===== src/rtl/lsu_pkg.sv =====
// Shared KISC-V definitions for the load/store path: funct3 codes, opcodes,
// LSU state encodings and the request legality check.
package lsu_pkg;

  localparam logic [2:0] F3_B  = 3'b000;
  localparam logic [2:0] F3_H  = 3'b001;
  localparam logic [2:0] F3_W  = 3'b010;
  localparam logic [2:0] F3_BU = 3'b100;
  localparam logic [2:0] F3_HU = 3'b101;

  localparam logic [6:0] OP_LOAD  = 7'b0000011;
  localparam logic [6:0] OP_STORE = 7'b0100011;

  typedef enum logic [1:0] {
    IDLE = 2'd0,
    BUS  = 2'd1,
    RESP = 2'd2
  } lsu_state_e;

  // True when the op must be answered with an error and never reach the bus.
  function automatic logic req_bad(input logic store, input logic [2:0] f3,
                                   input logic [1:0] addr_lo);
    logic legal;
    logic misaligned;
    if (store) legal = (f3 == F3_B) || (f3 == F3_H) || (f3 == F3_W);
    else       legal = !((f3 == 3'b011) || (f3 == 3'b110) || (f3 == 3'b111));
    misaligned = ((f3[1:0] == 2'b01) && addr_lo[0]) ||
                 ((f3 == F3_W) && (addr_lo != 2'b00));
    return !legal || misaligned;
  endfunction

endpackage


===== src/rtl/lsu_align.sv =====
// Load data extraction: picks the addressed byte/halfword from a bus word and
// sign- or zero-extends it according to funct3.
module lsu_align
  import lsu_pkg::*;
(
  input  logic [31:0] rdata,
  input  logic [1:0]  addr_lo,
  input  logic [2:0]  funct3,
  output logic [31:0] data
);

  logic [7:0]  byte_sel;
  logic [15:0] half_sel;

  always_comb begin
    case (addr_lo)
      2'd0:    byte_sel = rdata[7:0];
      2'd1:    byte_sel = rdata[15:8];
      2'd2:    byte_sel = rdata[23:16];
      default: byte_sel = rdata[31:24];
    endcase
    half_sel = addr_lo[1] ? rdata[31:16] : rdata[15:0];

    case (funct3)
      F3_B:    data = {{24{byte_sel[7]}}, byte_sel};
      F3_H:    data = {{16{half_sel[15]}}, half_sel};
      F3_BU:   data = {24'd0, byte_sel};
      F3_HU:   data = {16'd0, half_sel};
      default: data = rdata;
    endcase
  end

endmodule


===== src/rtl/lsu.sv =====
// Load/store unit: one data-memory transaction per accepted request over a
// valid/ready bus, with lane steering, strobes, load extension and error checks.
//
// state | meaning
// IDLE  | req_ready high, waiting for a request
// BUS   | mem_valid high, outputs held until mem_ready
// RESP  | one-cycle resp_valid pulse to writeback
module lsu
  import lsu_pkg::*;
(
  input  logic        clk,
  input  logic        rst_n,
  input  logic        req_valid,
  output logic        req_ready,
  input  logic        req_store,
  input  logic [2:0]  req_funct3,
  input  logic [31:0] req_addr,
  input  logic [31:0] req_wdata,
  output logic        resp_valid,
  output logic [31:0] resp_rdata,
  output logic        resp_err,
  output logic        mem_valid,
  input  logic        mem_ready,
  output logic        mem_we,
  output logic [31:0] mem_addr,
  output logic [3:0]  mem_wstrb,
  output logic [31:0] mem_wdata,
  input  logic [31:0] mem_rdata
);

  lsu_state_e  state;
  logic [1:0]  addr_lo_q;
  logic [2:0]  funct3_q;
  logic [31:0] load_data;
  logic [31:0] st_wdata;
  logic [3:0]  st_wstrb;
  logic        bad;

  assign req_ready = (state == IDLE);
  assign bad       = req_bad(req_store, req_funct3, req_addr[1:0]);

  always_comb begin
    st_wdata = req_wdata;
    st_wstrb = 4'b1111;
    case (req_funct3)
      F3_B: begin
        st_wdata = {4{req_wdata[7:0]}};
        st_wstrb = 4'b0001 << req_addr[1:0];
      end
      F3_H: begin
        st_wdata = {2{req_wdata[15:0]}};
        st_wstrb = req_addr[1] ? 4'b1100 : 4'b0011;
      end
      default: ;
    endcase
  end

  lsu_align u_align (
    .rdata   (mem_rdata),
    .addr_lo (addr_lo_q),
    .funct3  (funct3_q),
    .data    (load_data)
  );

  always_ff @(posedge clk) begin
    if (!rst_n) begin
      state      <= IDLE;
      addr_lo_q  <= 2'd0;
      funct3_q   <= 3'd0;
      resp_valid <= 1'b0;
      resp_err   <= 1'b0;
      resp_rdata <= 32'd0;
      mem_valid  <= 1'b0;
      mem_we     <= 1'b0;
      mem_addr   <= 32'd0;
      mem_wstrb  <= 4'd0;
      mem_wdata  <= 32'd0;
    end else begin
      case (state)
        IDLE: begin
          if (req_valid) begin
            addr_lo_q <= req_addr[1:0];
            funct3_q  <= req_funct3;
            mem_we    <= req_store;
            mem_addr  <= {req_addr[31:2], 2'b00};
            mem_wstrb <= req_store ? st_wstrb : 4'd0;
            mem_wdata <= req_store ? st_wdata : 32'd0;
            if (bad) begin
              state      <= RESP;
              resp_valid <= 1'b1;
              resp_err   <= 1'b1;
              resp_rdata <= 32'd0;
            end else begin
              state     <= BUS;
              mem_valid <= 1'b1;
            end
          end
        end
        BUS: begin
          if (mem_ready) begin
            state      <= RESP;
            mem_valid  <= 1'b0;
            resp_valid <= 1'b1;
            resp_err   <= 1'b0;
            resp_rdata <= mem_we ? 32'd0 : load_data;
          end
        end
        RESP: begin
          state      <= IDLE;
          resp_valid <= 1'b0;
          resp_err   <= 1'b0;
          resp_rdata <= 32'd0;
        end
        default: state <= IDLE;
      endcase
    end
  end

endmodule


===== config.mk =====
export PLATFORM = sky130hd
export DESIGN_NAME = lsu
export DESIGN_NICKNAME = d
export VERILOG_FILES = /design/src/rtl/lsu_pkg.sv /design/src/rtl/lsu_align.sv /design/src/rtl/lsu.sv
export SDC_FILE = /design/constraint.sdc
export NUM_CORES = 1
export LEC_CHECK = 0
export BUFFER_PORTS_ARGS = -buffer_cell sky130_fd_sc_hd__buf_2
export CORE_MARGIN = 2
export CORE_UTILIZATION = 48
export DETAILED_ROUTE_END_ITERATION = 8
export PLACE_DENSITY = 0.79
export SYNTH_ARGS = -nofsm -noshare
export SYNTH_HDL_FRONTEND = slang
export SYNTH_SLANG_ARGS = --single-unit

===== constraint.sdc =====
create_clock -name clk -period 2.47 [get_ports clk]
set_clock_uncertainty 0.2 [all_clocks]
set_input_delay 0.247 -clock clk [delete_from_list [all_inputs] [get_ports clk]]
set_output_delay 0.247 -clock clk [all_outputs]
set_load 0.05 [all_outputs]

Word level (Yosys, flattened, before mapping)
Cells that the tools add are included.
Word-level totals
  input port bits: 104
  register bits: 109
  output and inout bits: 105
  logic and storage cells: 77
Cells by class
  equality and inequality tests: 17
  shift-type cells: 1
  reduce and logical (&&, ||, !) cells: 21
  multiplexer cells: 27
Operator list (number)
  $mux W32: 5
  $pmux W32 S4: 1
  $pmux W32 S3: 1
  $pmux W32 S2: 1
  $pmux W8 S3: 1
  $mux W16: 1
  $eq A3 B3 Y1 const B: 4
  $mux W4: 2
  $pmux W4 S2: 1
  $reduce_and A4 Y1: 2
  $mux W1: 7
  $eq A2 B1 Y1 const B: 3
  $eq A3 B1 Y1 const B: 2
  $eq A3 B2 Y1 const B: 2
  $logic_not A3 Y1: 2
  $logic_or A1 B1 Y1: 6
  $mux W2: 3
  $ne A2 B2 Y1 const B: 3
  $pmux W1 S3: 2
  $eq A2 B2 Y1 const B: 2
  $logic_not A2 Y1: 2
  $pmux W2 S2: 1
  $reduce_and A2 Y1: 2
  $reduce_bool A2 Y1: 2
  other kinds (6): 8

Longest topological paths before layout
  word-level depth: 10
  depth in mapped cells: 8
  gate-level depth less buffers: 6

Cells and area by module
A second synthesis with hierarchy kept.
Second synthesis, totals
  cell total of the unflattened synthesis: 640
  area, all modules: 5270.1 um^2
Modules (own cells, without submodules)
  lsu: area each 4546.9 um^2, cells an instance 509, sequential area each 2182.1 um^2, times used 1
  lsu_align: area each 723.2 um^2, cells an instance 131, sequential area each 0.0 um^2, times used 1

Worst setup path after synthesis
OpenSTA, ideal clock, no wires.
  path kind: reg-to-reg
  from: reg state[0]
  to: reg resp_rdata[12]
  path slack: 0.219 ns
  library setup time: 0.073 ns
  data required time: 2.197 ns
  stages on the path, launching flop included: 9
  clock period less this slack: 2.251 ns
  data arrival time: 1.978 ns
  buffers on the path: 2
  cell sequence: dfxtp_1 -> inv_1 -> ha_1 -> clkbuf_1 -> nand2b_1 -> o211a_1 -> a21oi_2 -> buf_4 -> o2bb2ai_1
Between the ends
  cells in the longest elaborated chain, start to end: 3
  elaborated cells between the ends (all ways): 9
  those cells by class: 5 x eq/ne; 1 x mux; 3 x reduce/logical
Ends and longest elaborated chain
  start: declaration: line lsu.sv:31  | lsu_state_e state;
  start signal: assignment: line lsu.sv:67  | state <= IDLE;
  start signal: assignment: line lsu.sv:89  | state <= RESP;
  start signal: assignment: line lsu.sv:94  | state <= BUS;
  $logic_not A2 Y1 *
  named net req_ready: line lsu.sv:14  | output logic req_ready,
  $ne A2 B1 Y1 (no source line) (tied with other cells)
  $reduce_and A4 Y1 (no source line)
  end signal: assignment: line lsu.sv:105  | resp_rdata <= mem_we ? 32'd0 : load_data;
  end: declaration: line lsu.sv:20  | output logic [31:0] resp_rdata,
The timed path passes the listed nets; every way through them passes the cells marked *.
A chain may end at the register's enable or synchronous reset.

Worst setup path in the final report
  from: reg state[0]
  to: reg resp_rdata[22]
Between the ends
  cells in the longest elaborated chain, start to end: 3
  elaborated cells between the ends (all ways): 9
  those cells by class: 5 x eq/ne; 1 x mux; 3 x reduce/logical
Ends and longest elaborated chain
  $eq A2 B1 Y1 (tied with other cells): line lsu.sv:79  | case (state)
  $ne A2 B2 Y1 (no source line) (tied with other cells)
  $reduce_and A4 Y1 (no source line)
Parallel ways exist; a longest one is shown, timed or not.

==> impl_metrics.tcl <==
set metrics [dict create \
    outcome "finished clean" \
    crit_cells 6 \
    irDropWorstVdd_uv 420 \
    multi_input_area_sq_um 2470 \
    path_cells "inv_1 -> ha_1 -> nand2b_1 -> o2111ai_1 -> a211o_2 -> o2bb2ai_1" \
    synth-seq-area-share_pct 44.7 \
    grt.total_usage_pct 28.5 \
    gr-total-overflow 0 \
    nNetsFinal 896 \
    ios 209 \
    row_count 36 \
    htreeDepth 3 \
    grt_max_degree 61 \
    hpwl_um 10200 \
    tritoncts "yes" \
    final_area_sq_um 6860 \
    slowest_delay_ns 0.48 \
    synth-edff-count 0 \
    postCtsSetupBuffers 0 \
    pre_cts_ws_ns 0.242 \
    final.setup.tns_ns 0 \
    drcViolationCount 0 \
    async_reset_ff_share_pct 0 \
    hp-class "in -> reg" \
    total_leakage_power_nw 3.11 \
    tightest_slew_ns 0.704 \
    startpoint_type "flip-flop" \
    avgRoutedWirePerCell_um 17.1 \
    cts.sinks 109 \
    ys.flop_type "dfxtp_1" \
    period_minus_slack_ns 2.21 \
    power.switching_w 0.00160 \
    avgViaCountPerCell 5.69 \
    drt_iter0_drc 257 \
    grt_antenna_before_repair 0 \
    cp.required_ns 2.56 \
    fill_cells 724 \
    fin_crit_sh_pct 89.6 \
    met1_length_um 5980 \
    routed.top_layer "met4" \
    seq_power_share_pct 42.0 \
    met2_wirelength_um 7800 \
    num_antenna_cells 0 \
    powerDensity_nw_per_um2 674 \
    cp_max_fo 16 \
    layout-drive-gt1-share_pct 34.7 \
    grt_pass1_wl_um 25600 \
    cts_root_buffer "clkbuf_8" \
    rsz0062_at_grt "false" \
    grt_pass1_vias 5205 \
    synth.area.top_cells "dfxtp_1, nand2_1, a21oi_1, a22oi_1, mux2_2" \
    maxCapViolations 0 \
    vias 5270 \
    arrival_ns 2.30 \
    clkPwrFrac_pct 28.2 \
    worstRegToRegCells 6 \
    final-setup-viol-count 0 \
    synth_top_area_cell "dfxtp_1" \
    drtAntennaViolNets 0 \
    path_clk_slew_ns 0.10 \
    finalHoldViolCount 0 \
    power_frac_comb_pct 29.8 \
    slowest_stage "a211o_2" \
    yosysUniqueCellTypes 47 \
    ff_latch_area_sq_um 2180 \
    clk_latency_ns 0.37 \
    portBuffers 206 \
    core_sq_um 9820 \
    synth_cells 543 \
    worstPathBufferInverterCount 1 \
    die-area_sq_um 11000 \
    place_congestion 0.899 \
    internal-power_w 0.00302 \
    place_area_sq_um 5990 \
    yosys_warnings 0 \
    fmax_mhz 452 \
    syn_avg_cell_area_sq_um 8.99 \
    die_w_um 105 \
    clock_path_buffers 2 \
    synth_seq_cells 109 \
    critical_path_class "reg -> reg" \
    relSlewSlack_pct 53.0 \
    maxSlewViolCount 0 \
    cts_inserted_buffers 9 \
    synthesis.area_sq_um 4880 \
    die_h_um 105 \
    min_path_cells 3 \
    wl_met3_um 1390 \
    crit_family "compound AO/OA/AOI/OAI gates" \
    start_util_pct 49.7 \
    firstDrtPassIters 6 \
    areaGrowthSynthToFinish_pct 40.5 \
    end_kind "flip-flop" \
    swShare_pct 34.6 \
    wl_um 15800 \
    synth_top_area_share_pct 44.7 \
    fin_ws_ns 0.257 \
]
## placed cells by master, fill, tap and decap left out, drive strengths merged, types with 10 or more instances in the layout
master,netlist,routed
a22o,14,14
mux2i,17,17
dlygate4sd3,0,62
buf,16,217
nor2,28,28
nand3,10,10
a21oi,74,74
o2bb2ai,24,24
nand2,106,106
dfxtp,109,109
mux2,17,17
a22oi,27,27
clkbuf,30,12
## tightest hold or removal path: cells and delay by family
family,cells,cell delay (ns)
buf+inv,1,0.11
compound gates,2,0.19
## worst paths after layout
check / to / from / slack [ns]
hold / removal: resp_rdata[13] / mem_rdata[13] / 0.009
setup reg to reg: resp_rdata[22] / state[0] / 0.26
setup / recovery: resp_rdata[22] / state[0] / 0.26
hold reg to reg: mem_addr[13] / mem_addr[13] / 0.25
## metal layers
layer	up-vias	track usage, %
li1	2433	-
met1	2445	33.8
met2	330	47.6
met3	62	6.55
met4	0	15.4
met5	-	0
## per-stage QoR
| stage | utilization [%] | hold slack (ns) | instances | total power [W] |
|---|---|---|---|---|
| after floorplan | - | 0.183 | 544 | 0.00289 |
| after global placement | 61.0 | 0.239 | 848 | 0.00321 |
| after detailed placement | 61.0 | 0.243 | 848 | 0.00324 |
| after CTS | 69.8 | 0.000234 | 926 | 0.00461 |
| after global routing | 69.9 | 0.00376 | 926 | 0.00482 |
| final | 69.9 | 0.00883 | 926 | 0.00462 |
## synthesized netlist by cell type (all sizes together) (2+ instances only)
library cell,count
a22oi,27
o211ai,8
o2bb2ai,24
mux2,17
and3,2
nor2b,4
a22o,14
nor3,2
dfxtp,109
o2111ai,2
nand2b,3
mux2i,17
nand3,10
clkbuf,30
nor2,28
ha,4
a221oi,8
nand2,106
a311oi,2
inv,7
o221ai,7
a21oi,74
buf,16
o21ai,7
## power groups by stage
stage,Clock (W),Sequential [W],Combinational (W)
after global placement,0,0.00197,0.00124
final,0.00130,0.00194,0.00137
after detailed placement,0,0.00198,0.00127
after floorplan,0,0.00232,0.000571
after global routing,0.00140,0.00196,0.00146
after CTS,0.00132,0.00194,0.00135
## cell type report
type	count	share of cell area, %
multi-input combinational	381	36.0
clock buffer	12	2.12
inverter	8	0.438
tap	133	2.43
sequential	109	31.8
timing repair buffer	279	25.8
clock inverter	4	1.39
## kinds of logic after synthesis
group / share of synthesized area (%)
other: 0.0768
flip-flops: 44.7
adder cells (fa/ha/maj): 1.03
multiplexers: 7.87
AO/OA/AOI/OAI: 27.4
buffers and inverters: 4.95
AND/OR/NAND/NOR: 14.0
## state kept, by name, summed over array words and instances, names as in the netlist
signal      count
addr_lo_q       2
funct3_q        3
mem_addr       30
mem_valid       1
mem_wdata      32
mem_we          1
mem_wstrb       4
resp_err        1
resp_rdata     32
resp_valid      1
state           2
## timing repair
item,CTS,global route
setup endpoints to repair,0,3
hold buffers,62,0
resized for setup,0,2
hold endpoints to repair,62,0
Note: power is estimated with default switching activity, not from simulation.
